### src/rtl/vga_timing_gen.sv
// vga_timing_gen: two-mode VGA raster timing generator.
// Mode switches take effect only at the frame wrap, so no partial frames are produced.
module vga_timing_gen #(
   parameter int          CNT_W     = 11,
   parameter logic [43:0] MODE0_H   = {11'd640, 11'd16, 11'd96, 11'd48},
   parameter logic [43:0] MODE0_V   = {11'd480, 11'd10, 11'd2, 11'd33},
   parameter logic [1:0]  MODE0_POL = 2'b00,
   parameter logic [43:0] MODE1_H   = {11'd800, 11'd40, 11'd128, 11'd88},
   parameter logic [43:0] MODE1_V   = {11'd600, 11'd1, 11'd4, 11'd23},
   parameter logic [1:0]  MODE1_POL = 2'b11
) (
   input  logic             clk,
   input  logic             reset,
   input  logic             en,
   input  logic             mode,
   output logic             hs,
   output logic             vs,
   output logic             de,
   output logic [CNT_W-1:0] hcount,
   output logic [CNT_W-1:0] vcount,
   output logic             line_start,
   output logic             frame_start,
   output logic             mode_active
);
   localparam logic [CNT_W-1:0] ONE    = CNT_W'(1);
   localparam logic [CNT_W-1:0] H0_ACT = CNT_W'(MODE0_H[43:33]);
   localparam logic [CNT_W-1:0] H0_SS  = H0_ACT + CNT_W'(MODE0_H[32:22]);
   localparam logic [CNT_W-1:0] H0_SE  = H0_SS + CNT_W'(MODE0_H[21:11]);
   localparam logic [CNT_W-1:0] H0_TOT = H0_SE + CNT_W'(MODE0_H[10:0]);
   localparam logic [CNT_W-1:0] V0_ACT = CNT_W'(MODE0_V[43:33]);
   localparam logic [CNT_W-1:0] V0_SS  = V0_ACT + CNT_W'(MODE0_V[32:22]);
   localparam logic [CNT_W-1:0] V0_SE  = V0_SS + CNT_W'(MODE0_V[21:11]);
   localparam logic [CNT_W-1:0] V0_TOT = V0_SE + CNT_W'(MODE0_V[10:0]);
   localparam logic [CNT_W-1:0] H1_ACT = CNT_W'(MODE1_H[43:33]);
   localparam logic [CNT_W-1:0] H1_SS  = H1_ACT + CNT_W'(MODE1_H[32:22]);
   localparam logic [CNT_W-1:0] H1_SE  = H1_SS + CNT_W'(MODE1_H[21:11]);
   localparam logic [CNT_W-1:0] H1_TOT = H1_SE + CNT_W'(MODE1_H[10:0]);
   localparam logic [CNT_W-1:0] V1_ACT = CNT_W'(MODE1_V[43:33]);
   localparam logic [CNT_W-1:0] V1_SS  = V1_ACT + CNT_W'(MODE1_V[32:22]);
   localparam logic [CNT_W-1:0] V1_SE  = V1_SS + CNT_W'(MODE1_V[21:11]);
   localparam logic [CNT_W-1:0] V1_TOT = V1_SE + CNT_W'(MODE1_V[10:0]);
   logic [CNT_W-1:0] htot, vtot, h_nxt, v_nxt, h_act, h_ss, h_se, v_act, v_ss, v_se;
   logic h_last, v_last, wrap, m_nxt, hs_pol, vs_pol, hs_in, vs_in;
   // Wrap detection uses the running mode; sync/de of the next position use the mode that will be active there.
   always_comb begin
      htot   = mode_active ? H1_TOT : H0_TOT;
      vtot   = mode_active ? V1_TOT : V0_TOT;
      h_last = hcount == htot - ONE;
      v_last = vcount == vtot - ONE;
      wrap   = h_last && v_last;
      m_nxt  = wrap ? mode : mode_active;
      h_nxt  = h_last ? '0 : hcount + ONE;
      v_nxt  = !h_last ? vcount : v_last ? '0 : vcount + ONE;
      h_act  = m_nxt ? H1_ACT : H0_ACT;
      h_ss   = m_nxt ? H1_SS : H0_SS;
      h_se   = m_nxt ? H1_SE : H0_SE;
      v_act  = m_nxt ? V1_ACT : V0_ACT;
      v_ss   = m_nxt ? V1_SS : V0_SS;
      v_se   = m_nxt ? V1_SE : V0_SE;
      hs_pol = m_nxt ? MODE1_POL[1] : MODE0_POL[1];
      vs_pol = m_nxt ? MODE1_POL[0] : MODE0_POL[0];
      hs_in  = h_nxt >= h_ss && h_nxt < h_se;
      vs_in  = v_nxt >= v_ss && v_nxt < v_se;
   end
   always_ff @(posedge clk or negedge reset) begin
      if (!reset) begin
         hcount      <= H0_TOT - ONE;
         vcount      <= V0_TOT - ONE;
         hs          <= ~MODE0_POL[1];
         vs          <= ~MODE0_POL[0];
         de          <= 1'b0;
         line_start  <= 1'b0;
         frame_start <= 1'b0;
         mode_active <= 1'b0;
      end else begin
         line_start  <= en && h_last;
         frame_start <= en && wrap;
         if (en) begin
            hcount      <= h_nxt;
            vcount      <= v_nxt;
            mode_active <= m_nxt;
            hs          <= hs_in ? hs_pol : ~hs_pol;
            vs          <= vs_in ? vs_pol : ~vs_pol;
            de          <= h_nxt < h_act && v_nxt < v_act;
         end
      end
   end
endmodule

### config.mk
export PLATFORM = sky130hd
export DESIGN_NAME = vga_timing_gen
export DESIGN_NICKNAME = d
export VERILOG_FILES = /design/src/rtl/vga_timing_gen.sv
export SDC_FILE = /design/constraint.sdc
export NUM_CORES = 1
export LEC_CHECK = 0
export ABC_CLOCK_PERIOD_IN_PS = 13630
export CELL_PAD_IN_SITES_DETAIL_PLACEMENT = 1
export CELL_PAD_IN_SITES_GLOBAL_PLACEMENT = 1
export CORE_ASPECT_RATIO = 1.25
export CORE_MARGIN = 4
export CORE_UTILIZATION = 45
export CTS_CLUSTER_SIZE = 12
export DETAILED_ROUTE_END_ITERATION = 8
export PLACE_DENSITY_LB_ADDON = 0.1
export SLEW_MARGIN = 20
export SYNTH_ARGS = -nofsm -noshare
export SYNTH_HDL_FRONTEND = slang
export SYNTH_SLANG_ARGS = --single-unit
export TNS_END_PERCENT = 20
### constraint.sdc
create_clock -name clk -period 13.63 [get_ports clk]
set_input_delay 2.726 -clock clk [delete_from_list [all_inputs] [get_ports clk]]
set_output_delay 2.726 -clock clk [all_outputs]
set_load 0.05 [all_outputs]
# Word-level counts from Yosys, hierarchy flattened
# Index checks and enable logic that the tools add are counted.
[word_totals] output_inout_bits=28 memories=0 ram_bits=0 in_bits=4 rom_bits=0 latchBits=0 ff_bits=28 word_cells=42
[op_classes] n_mux=15 reduce_logical=6 multipliers=0 bitwise=1 div_mod_pow=0 n_lt_le_gt_ge=6 shift=0 add_sub_neg=4 n_eq_ne=2
[ops] cell="$lt A11 B10 Y1" count=4
[ops] cell="$mux W11" count=4
[ops] cell="$mux W10" count=3
[ops] cell="$mux W9" count=3
[ops] cell="$add A11 B1 Y11 const B" count=2
[ops] cell="$eq A11 B11 Y1" count=2
[ops] cell="$ge A11 B10 Y1" count=2
[ops] cell="$sub A10 B1 Y11 const B" count=1
[ops] cell="$sub A11 B1 Y11 const B" count=1
[ops] cell="$mux W7" count=1
[ops] cell="$logic_and A1 B1 Y1" count=6
[ops] cell="$mux W1" count=4
[ops] cell="$not A1 Y1" count=1

# Longest topological paths before layout
# Gate-level depths: netlist (run 1).
[depth] ltp_word=9 ltp_mapped=16 ltp_nobuf=14

# Worst setup path before layout (run 1)
# No wires, ideal clock.
[synth_path] path_type="in2reg" start="input mode" end="register vs" required_time_ps=13552 cell_stages=7 setup_time_ps=78 slack_ps=8296 t_arrival_ps=5256 n_path_buf=0 cell_sequence="mux2i_1 -> inv_1 -> ha_1 -> nand2_1 -> or4b_2 -> or4_1 -> a31o_1"
[synth_between] elab_chain_cells=5 word_cells_on_any_way=9 classes_between="2 x order compare; 5 x mux; 1 x bitwise; 1 x reduce/logical"
[synth_lines] item="start, declared" line_no="15" text="input logic mode,"
[synth_lines] item="$mux W1 (*)" line_no="51" text="m_nxt = wrap ? mode : mode_active;"
[synth_lines] item="$mux W10, on equally long branches" line_no="58, 59"
[synth_lines] item="$ge A11 B10 Y1 / $lt A11 B10 Y1 (equally long branches)" line_no="63" text="vs_in = v_nxt >= v_ss && v_nxt < v_se;"
[synth_lines] item="$logic_and A1 B1 Y1" line_no="63"
[synth_lines] item="$mux W1 (*)" line_no="83" text="vs <= vs_in ? vs_pol : ~vs_pol;"
[synth_lines] item="end signal, assigned" line_no="70" text="vs <= ~MODE0_POL[0];"
[synth_lines] item="end signal, assigned" line_no="83"
[synth_lines] item="end, declared" line_no="17" text="output logic vs,"
# Mark *: on every way between the ends. The rest lies on a longest branch, timed or not.
# A chain may end at the register's enable or synchronous reset.

# Worst setup path after layout (run 1)
# Same ends and word-level chain as after synthesis.

==> summary.txt, run 1 <==
Setup path
  – CP Capture Type: flip-flop
  – Critical path class: input pin to flip-flop
  – CP Launch Type: input pin
  – R2R depth: 11
  – CP max FO: 11
  – CP Data Arrival Time: 6.04 ns
  – R2r setup slk: 8.48 ns
  – RR Endpoint: vs
  – Worst path required time: 13.85 ns
  – Worst flop-to-flop path startpoint: hcount[0]

Yosys
  – Yosys top cell by area: dfrtp_1
  – Synth cell count leaders: nand2_1, nor2_1, dfrtp_1, ha_1
  – Synth warn: 0
  – Mean Syn Cell Area: 8.937 sq um
  – Top cells by area, synth: dfrtp_1, dfstp_2, ha_1, nand2_1, xnor2_1
  – Register area share after synthesis: 32.69%
  – Post-Syn Instances: 245
  – Post-synth top area share: 18.29%
  – Cell area after synthesis: 0.002190 sq mm
  – Ys async rst share: 100.0%
  – Syn_nets: 264
  – Top-count cell post-synth: nand2_1
  – EDFF count, synth: 0
  – Synthesized flop and latch total: 28
  – Netlist cell types: 58
  – Dominant synthesized flop cell: dfrtp_1

Clock tree
  – Clk Tree Root Cell: clkbuf_8
  – Clock slew at reported path FFs: 0.10 ns
  – CTS Sinks: 28
  – Post-CTS sizing: 0
  – Clk_lat worst skew: 0.28 ns
  – CTS tree: done
  – Hold_buf cts: 0
  – Total setup buffers inserted after CTS: 0
  – CTS Buf Count: 3
  – CTS Buffer Depth: 2
  – H-tree Lvls: 1

Run
  – Maxcap violations: 0

Routing
  – Count of TritonRoute iterations in the first routing pass: 4
  – DRC viols: 0
  – Vias: 1950
  – Antenna Nets Post-Route: 0
  – DR iter-0 viols: 63
  – Wirelength per Cell: 17.85 microns
  – Vias/cell: 5.873
  – Total wire length: 5925 microns

Timing
  – Fin crit period: 5.820 ns
  – RSZ-0062 raised after global routing: false
  – Worst slew pin tran: 0.7192 ns
  – Fin. Hold Viols: 0
  – Final critical-path share of the clock period: 42.70%
  – Setup_tns: 0 ns
  – Post-route worst setup slack: 7.810 ns
  – Skew final: 0.004465 ns
  – Final setup violation count: 0
  – Max Fclk: 171.8 MHz
  – Relative slew slack: 50.68%
  – Slew Viols, Final: 0

Power and ir drop
  – Gate power share: 39.6%
  – Seq pwr share: 38.4%
  – Switching power total: 122.1 uW
  – Clock share of power: 22.0%
  – Peak VDD IR: 0.04620 mV
  – P_leak: 0.001036 uW
  – Pint: 184.0 uW
  – Design Power: 306.1 uW
  – Pwr dens: 118.2 mW/mm^2
  – Sw frac: 39.89%

Floorplanning
  – DIE WIDTH: 70.39 microns
  – I/O Pins: 32
  – Chip height: 85.99 microns
  – Rows: 28
  – Starting density of the core: 46.30%
  – Die footprint: 0.006053 sq mm
  – Core Area: 0.004730 sq mm

Placement
  – GPL Wtd Cong: 0.9305
  – Setup slack at placement: 7.448 ns
  – Hpwl dp: 4341 microns
  – Number of port buffers: 31

Global route
  – Most Crowded Layer GR: met2
  – First-pass GRT wire length: 9963 microns
  – Total overflow reported by the global router: 0
  – Vias in the first global route: 2075
  – Initial antenna violation count: 0
  – Met3 Use GR: 2.227%
  – Pin count of the biggest net entering global routing: 29
  – Met2 Use GR: 38.07%
  – Met1 global-route usage: 24.06%
  – Gr usage total: 20.40%

Cells and area
  – Nets: 292
  – P&R area growth vs syn: 18.29%
  – Antenna fix cells: 0
  – Fill count: 561
  – Fraction of layout cells with a size suffix above 1: 12.87%

Hold path
  – Hold EP: hcount[1]
  – Min-delay src: hcount[1]
  – Worst hold path class: flip-flop to flip-flop
  – Hold depth: 1

Status
  – Status: completed
-- kinds of logic after synthesis --
group | Yosys count | synth area share, %
AO/OA/AOI/OAI | 51 | 16.17
flip-flops | 28 | 32.69
multiplexers | 9 | 4.685
buffers and inverters | 20 | 4.971
AND/OR/NAND/NOR | 101 | 24.46
adder cells (fa/ha/maj) | 16 | 9.029
XOR/XNOR | 20 | 8.000
-- registers in the layout, summed over array words and instances (netlist names) --
signal       cells
vcount          11
frame_start      1
mode_active      1
hs               1
line_start       1
vs               1
hcount          11
de               1
-- power groups by stage --
| stage | logic, uW | clock network [uW] | registers (uW) |
|---|---|---|---|
| final | 121 | 67.2 | 118 |
| after global placement | 117 | 0 | 118 |
| after global routing | 131 | 73.5 | 120 |
| after CTS | 123 | 69.7 | 117 |
| after floorplan | 56.2 | 0 | 145 |
| after detailed placement | 121 | 0 | 119 |
-- cells in the final DEF, fill, tap and decap left out, types with 10 or more instances in the layout --
cell type	n
nand2_1	33
o21ai_0	13
nor2_1	20
dfstp_2	12
a21oi_1	12
dfrtp_1	16
xnor2_1	13
clkdlybuf4s50_1	31
ha_1	15
inv_1	10
-- metrics by stage --
stage	cell area [sq um]	util [%]	hold slack, ns	std cells
floorplan	2190	-	0.6102	245
global placement	2519	53.25	0.5078	328
detailed placement	2519	53.25	0.5106	328
CTS	2590	54.76	0.5293	332
global route	2590	54.76	0.5471	332
finish	2590	54.76	0.5280	332
-- worst max path at each step --
stage                     endpoint  cells past startpoint  from
after global placement          vs                      8  mode
after floorplan                 vs                      7  mode
after detailed placement        vs                      8  mode
after global routing            vs                      8  mode
final                           vs                      8  mode
after CTS                       vs                      8  mode
-- final cells by class --
cell class	count	area [sq um]	area share [%]
Clock buffer	3	41.29	1.594
Clock inverter	1	30.03	1.159
Inverter	10	37.54	1.449
Multi-Input combinational cell	197	1365	52.71
Sequential cell	28	715.7	27.63
Tap cell	60	75.07	2.899
Timing Repair Buffer	33	325.3	12.56
-- per-layer routing --
metal,wire (microns),part of all wire [%],up-vias
met5,0,0,-
met4,97,1.6,0
met3,124,2.1,11
li1,-,-,937
met2,3140,53,30
met1,2562,43,972
-- worst max-delay path, stage by stage --
cell and delay [ns]:
clkdlybuf4s50_1 0.41, mux2i_1 0.58, inv_1 0.38, ha_1 0.38, nand2_1 0.09, or4b_2 0.71, or4_1 0.52, a31o_1 0.23
Power figures use the tool's default switching activity.
==> run 2: changes to the inputs <==
--- a/config.mk
+++ b/config.mk
@@ -5,12 +5,12 @@
 export SDC_FILE = /design/constraint.sdc
 export NUM_CORES = 1
 export LEC_CHECK = 0
-export ABC_CLOCK_PERIOD_IN_PS = 13630
+export ABC_CLOCK_PERIOD_IN_PS = 4700
 export CELL_PAD_IN_SITES_DETAIL_PLACEMENT = 1
 export CELL_PAD_IN_SITES_GLOBAL_PLACEMENT = 1
 export CORE_ASPECT_RATIO = 1.25
 export CORE_MARGIN = 4
-export CORE_UTILIZATION = 45
+export CORE_UTILIZATION = 37
 export CTS_CLUSTER_SIZE = 12
 export DETAILED_ROUTE_END_ITERATION = 8
 export PLACE_DENSITY_LB_ADDON = 0.1
==> constraint.sdc (replaced) <==
create_clock -name clk -period 4.7 [get_ports clk]
set_input_delay 0.94 -clock clk [delete_from_list [all_inputs] [get_ports clk]]
set_output_delay 0.94 -clock clk [all_outputs]
set_load 0.05 [all_outputs]
==> summary.txt, run 2 (synthesis gave the netlist of run 1 again) <==
Status
  – Status: completed

Hold path
  – Worst hold path class: flip-flop to flip-flop

Global route
  – Vias in the first global route: 2007
  – Total overflow reported by the global router: 0
  – Pin count of the biggest net entering global routing: 29
  – First-pass GRT wire length: 10580 microns
  – Gr usage total: 18.67%
  – Initial antenna violation count: 0

Clock tree
  – Clk_lat worst skew: 0.29 ns
  – CTS Buf Count: 3
  – Total setup buffers inserted after CTS: 0
  – CTS tree: done
  – CTS Buffer Depth: 2
  – CTS Sinks: 28
  – Clock slew at reported path FFs: 0.11 ns
  – H-tree Lvls: 1
  – Clk Tree Root Cell: clkbuf_8

Floorplanning
  – Chip height: 94.01 microns
  – Core Area: 0.005779 sq mm
  – I/O Pins: 32
  – Die footprint: 0.007220 sq mm
  – DIE WIDTH: 76.81 microns
  – Starting density of the core: 37.89%
  – Rows: 31

Setup path
  – CP Data Arrival Time: 4.54 ns
  – CP Launch Type: flip-flop
  – CP max FO: 11
  – Crit path cell chain: or4_1, or4_4, a211oi_2, mux2i_2, inv_1, ha_1, or3b_2, mux2_4, o221a_1, or4_1, a31o_1
  – CP Capture Type: flip-flop
  – Critical path class: flip-flop to flip-flop
  – Worst-path cell with the longest stage delay: or4_1
  – Most used cell, CP: or4_1
  – Top delay family on crit path: simple AND/OR/NAND/NOR gates
  – Worst path required time: 4.93 ns
  – CP bufs+invs: 1
  – Max stage delay on crit path: 0.53 ns

Cells and area
  – Most common cell after layout, fill and taps aside: nand2_1
  – Fraction of layout cells with a size suffix above 1: 16.07%
  – Largest regs: hcount x11, vcount x11
  – P&R area growth vs syn: 21.77%
  – Fin cells: 346
  – Most frequent cells in the layout: nand2_1, clkdlybuf4s50_1, nor2_1, dfrtp_1, ha_1
  – Antenna fix cells: 0
  – Nets: 300
  – Area of the multi-input gates: 0.001374 sq mm
  – Fill count: 671
  – Register area: 715.7 sq um
  – Post-route cell area: 0.002666 sq mm

Placement
  – Number of port buffers: 31
  – Placed inst area: 0.002590 sq mm
  – Hpwl dp: 4767 microns
  – Setup slack at placement: 0.2614 ns
  – GPL Wtd Cong: 0.8891
  – Dpl cells: 342

Timing
  – Setup_tns: 0 ns
  – Final critical-path share of the clock period: 91.82%
  – Post-route worst setup slack: 0.3844 ns
  – Slew Viols, Final: 0
  – Worst slew pin tran: 0.6976 ns
  – Skew final: 0.007853 ns
  – Max Fclk: 231.7 MHz
  – Fin crit period: 4.316 ns
  – Final setup violation count: 0
  – Relative slew slack: 53.06%
  – Fin. Hold Viols: 0
  – RSZ-0062 raised after global routing: false

Routing
  – Antenna Nets Post-Route: 0
  – DR iter-0 viols: 53
  – Count of TritonRoute iterations in the first routing pass: 4
  – Vias/cell: 5.633
  – DRC viols: 0
  – Wirelength per Cell: 18.32 microns
  – Total wire length: 6340 microns
  – Vias: 1949

Power and ir drop
  – Design Power: 896.1 uW
  – P_leak: 0.001078 uW
  – Pwr dens: 336.1 mW/mm^2
  – Peak VDD IR: 0.1709 mV

Run
  – Maxcap violations: 0
[run 2: cell count changes in the layout (fill, tap and decap cells not counted)]
| cell | delta |
|---|---|
| a211oi_1 | -1 |
| a211oi_2 | +1 |
| buf_4 | +8 |
| mux2i_1 | -1 |
| mux2i_2 | +1 |
[run 2: where the power goes]
part	internal, uW	leakage [uW]	switching, uW	total [uW]
combinational	140	0.000706	220	360
sequential	285	0.000336	49.9	335
clock	114	0.0000357	87.0	201
total	539	0.00108	357	896
[run 2: layout make-up]
type                            instances  area share, %
Sequential cell                        28          26.84
Inverter                               10          1.408
Clock inverter                          1          1.126
Tap cell                               66          3.097
Multi-Input combinational cell        197          51.53
Clock buffer                            3          1.549
Timing Repair Buffer                   41          14.45
[run 2: per-stage QoR]
step / hold slack [ns] / util (%)
6_report: 0.5294 / 46.14
2_1_floorplan: 0.6102 / -
3_3_place_gp: 0.5068 / 44.81
3_5_place_dp: 0.5169 / 44.81
5_1_grt: 0.5463 / 46.14
4_1_cts: 0.5330 / 46.05
[run 2: path summary, 6_finish.rpt]
kind | start | to | slack, ns | cells past startpoint
min in group asynchronous | reset | hcount[5] | 1.04 | 2
hold / removal | hcount[0] | hcount[0] | 0.53 | 1
setup reg to reg | vcount[1] | vs | 0.38 | 11
max in group asynchronous | reset | hs | 3.34 | 2
hold reg to reg | hcount[0] | hcount[0] | 0.53 | 1
setup / recovery | vcount[1] | vs | 0.38 | 11
[run 2: worst reg2reg max path, stage by stage (launching register included)]
cell and delay, ns:
dfrtp_1 0.46, or4_1 0.51, or4_4 0.44, a211oi_2 0.39
mux2i_2 0.12, inv_1 0.30, ha_1 0.28, or3b_2 0.46
mux2_4 0.26, o221a_1 0.25, or4_1 0.53, a31o_1 0.23
[run 2: per-layer routing]
| metal | GRT usage (%) | part of all wire [%] | vias up |
|---|---|---|---|
| met3 | 2.111 | 2.0 | 7 |
| met2 | 34.45 | 52 | 27 |
| met5 | 0 | 0 | - |
| met4 | 6.042 | 1.5 | 0 |
| li1 | - | - | 956 |
| met1 | 22.42 | 44 | 959 |
[run 2: timing repair]
item                       CTS  global route
hold endpoints to repair     0             0
setup endpoints to repair    0             1
gates resized for setup      0             1
hold buffers                 0             0
==> run 3: changes to the inputs <==
--- a/config.mk
+++ b/config.mk
@@ -5,12 +5,12 @@
 export SDC_FILE = /design/constraint.sdc
 export NUM_CORES = 1
 export LEC_CHECK = 0
-export ABC_CLOCK_PERIOD_IN_PS = 4700
+export ABC_CLOCK_PERIOD_IN_PS = 5450
 export CELL_PAD_IN_SITES_DETAIL_PLACEMENT = 1
 export CELL_PAD_IN_SITES_GLOBAL_PLACEMENT = 1
 export CORE_ASPECT_RATIO = 1.25
 export CORE_MARGIN = 4
-export CORE_UTILIZATION = 37
+export CORE_UTILIZATION = 45
 export CTS_CLUSTER_SIZE = 12
 export DETAILED_ROUTE_END_ITERATION = 8
 export PLACE_DENSITY_LB_ADDON = 0.1
==> constraint.sdc (replaced) <==
create_clock -name clk -period 5.45 [get_ports clk]
set_input_delay 1.09 -clock clk [delete_from_list [all_inputs] [get_ports clk]]
set_output_delay 1.09 -clock clk [all_outputs]
set_load 0.05 [all_outputs]
==> summary.txt, run 3 (synthesis gave the netlist of run 1 again) <==
Status
  – Status: completed

Global route
  – First-pass GRT wire length: 10050 microns
  – Gr usage total: 20.55%
  – Initial antenna violation count: 0
  – Total overflow reported by the global router: 0
  – Vias in the first global route: 2086
  – Pin count of the biggest net entering global routing: 29

Setup path
  – Top delay family on crit path: simple AND/OR/NAND/NOR gates
  – Worst-path cell with the longest stage delay: dfstp_2
  – Worst flop-to-flop path startpoint: hcount[0]
  – Crit path cell chain: ha_1, and4_1, o211ai_4, a211oi_1, mux2i_1, buf_4, inv_1, ha_1, or3b_2, mux2_4, o221a_1, or4_1, a31o_1
  – Max stage delay on crit path: 0.60 ns
  – CP Launch Type: flip-flop
  – Most used cell, CP: ha_1
  – CP Capture Type: flip-flop
  – CP max FO: 19
  – CP Data Arrival Time: 4.91 ns
  – Critical path origin: hcount[0]
  – CP bufs+invs: 2
  – Worst path required time: 5.68 ns
  – Critical path class: flip-flop to flip-flop

Floorplanning
  – Chip height: 85.99 microns
  – Core Area: 0.004730 sq mm
  – I/O Pins: 32
  – Starting density of the core: 46.30%
  – DIE WIDTH: 70.39 microns
  – Rows: 28
  – Die footprint: 0.006053 sq mm

Timing
  – Max Fclk: 213.4 MHz
  – Fin crit period: 4.687 ns
  – Setup_tns: 0 ns
  – Worst slew pin tran: 0.5497 ns
  – Min Hold Slack: 0.5283 ns
  – Relative slew slack: 63.18%
  – RSZ-0062 raised after global routing: false
  – Slew Viols, Final: 0
  – Final critical-path share of the clock period: 86.00%
  – Final setup violation count: 0
  – Skew final: 0.01235 ns
  – Fin. Hold Viols: 0

Cells and area
  – Fraction of layout cells with a size suffix above 1: 13.14%
  – Fin cells: 334
  – Fill count: 564
  – Post-layout util: 54.52%
  – P&R area growth vs syn: 17.77%
  – Most common cell after layout, fill and taps aside: nand2_1
  – Largest regs: hcount x11, vcount x11
  – Antenna fix cells: 0
  – Nets: 294
  – Register area: 715.7 sq um
  – Most frequent cells in the layout: nand2_1, clkdlybuf4s50_1, nor2_1, dfrtp_1, ha_1
  – Area of the multi-input gates: 0.001365 sq mm

Hold path
  – Min-delay src: hcount[1]
  – Worst hold path class: flip-flop to flip-flop

Power and ir drop
  – P_leak: 0.001033 uW
  – Pwr dens: 275.8 mW/mm^2
  – Peak VDD IR: 0.1312 mV
  – Design Power: 711.2 uW

Clock tree
  – Clk_lat worst skew: 0.28 ns
  – Clk Tree Root Cell: clkbuf_8
  – CTS tree: done
  – Hold_buf cts: 0
  – CTS Buf Count: 3
  – Clock slew at reported path FFs: 0.10 ns
  – Total setup buffers inserted after CTS: 0
  – CTS Sinks: 28
  – Post-CTS sizing: 0
  – CTS Buffer Depth: 2
  – H-tree Lvls: 1

Placement
  – Number of port buffers: 31
  – Dpl cells: 330
  – GPL Wtd Cong: 0.8396
  – Hpwl dp: 4491 microns

Routing
  – Count of TritonRoute iterations in the first routing pass: 4
  – DR iter-0 viols: 116
  – Antenna Nets Post-Route: 0
  – Wirelength per Cell: 17.31 microns
  – Total wire length: 5780 microns
  – DRC viols: 0
  – Vias/cell: 5.808
  – Vias: 1940

Run
  – Maxcap violations: 0
-- run 3: cell count changes in the layout (fill, tap and decap cells not counted) --
cell,change
mux2i_1,+1
mux2i_2,-1
a211oi_1,+1
a211oi_2,-1
clkbuf_1,+1
bufinv_16,-1
buf_4,-6
-- run 3: layout make-up --
type	instances	area share, %
inverters	10	1.456
flip-flops and latches	28	27.75
clock buffers	4	1.747
multi-input cells	197	52.94
well taps	60	2.911
repair buffers	35	13.20
-- run 3: worst reg2reg max path: stages (launching register included) --
cell and delay [ns]:
dfstp_2 0.60, ha_1 0.27, and4_1 0.37, o211ai_4 0.26
a211oi_1 0.51, mux2i_1 0.14, buf_4 0.19, inv_1 0.28
ha_1 0.28, or3b_2 0.45, mux2_4 0.26, o221a_1 0.27
or4_1 0.53, a31o_1 0.23
-- run 3: worst paths after layout --
path	to	slack [ns]	cells past startpoint
max	vs	0.76	13
min	hcount[1]	0.53	1
max reg2reg	vs	0.76	13
min reg2reg	hcount[1]	0.53	1
max in group asynchronous	hcount[0]	3.94	2
min in group asynchronous	hcount[10]	1.18	2
-- run 3: layer usage --
metal | global-route usage, % | wire length (microns) | up-vias
met3 | 2.579 | 136 | 13
met1 | 24.73 | 2490 | 951
met5 | 0 | 0 | -
li1 | - | - | 941
met2 | 37.22 | 3009 | 35
met4 | 7.317 | 144 | 0
-- run 3: stage by stage --
step	setup WS (ns)	area, sq um
floorplan	0.6870	2190
global placement	0.9038	2534
detailed placement	0.7886	2534
CTS	0.7548	2579
global route	0.4448	2579
finish	0.7632	2579
-- run 3: power by group --
group	internal, uW	switching (uW)	total [uW]
sequential	246	45.4	291
clock	52.5	66.2	119
combinational	117	184	301
total	415	296	711
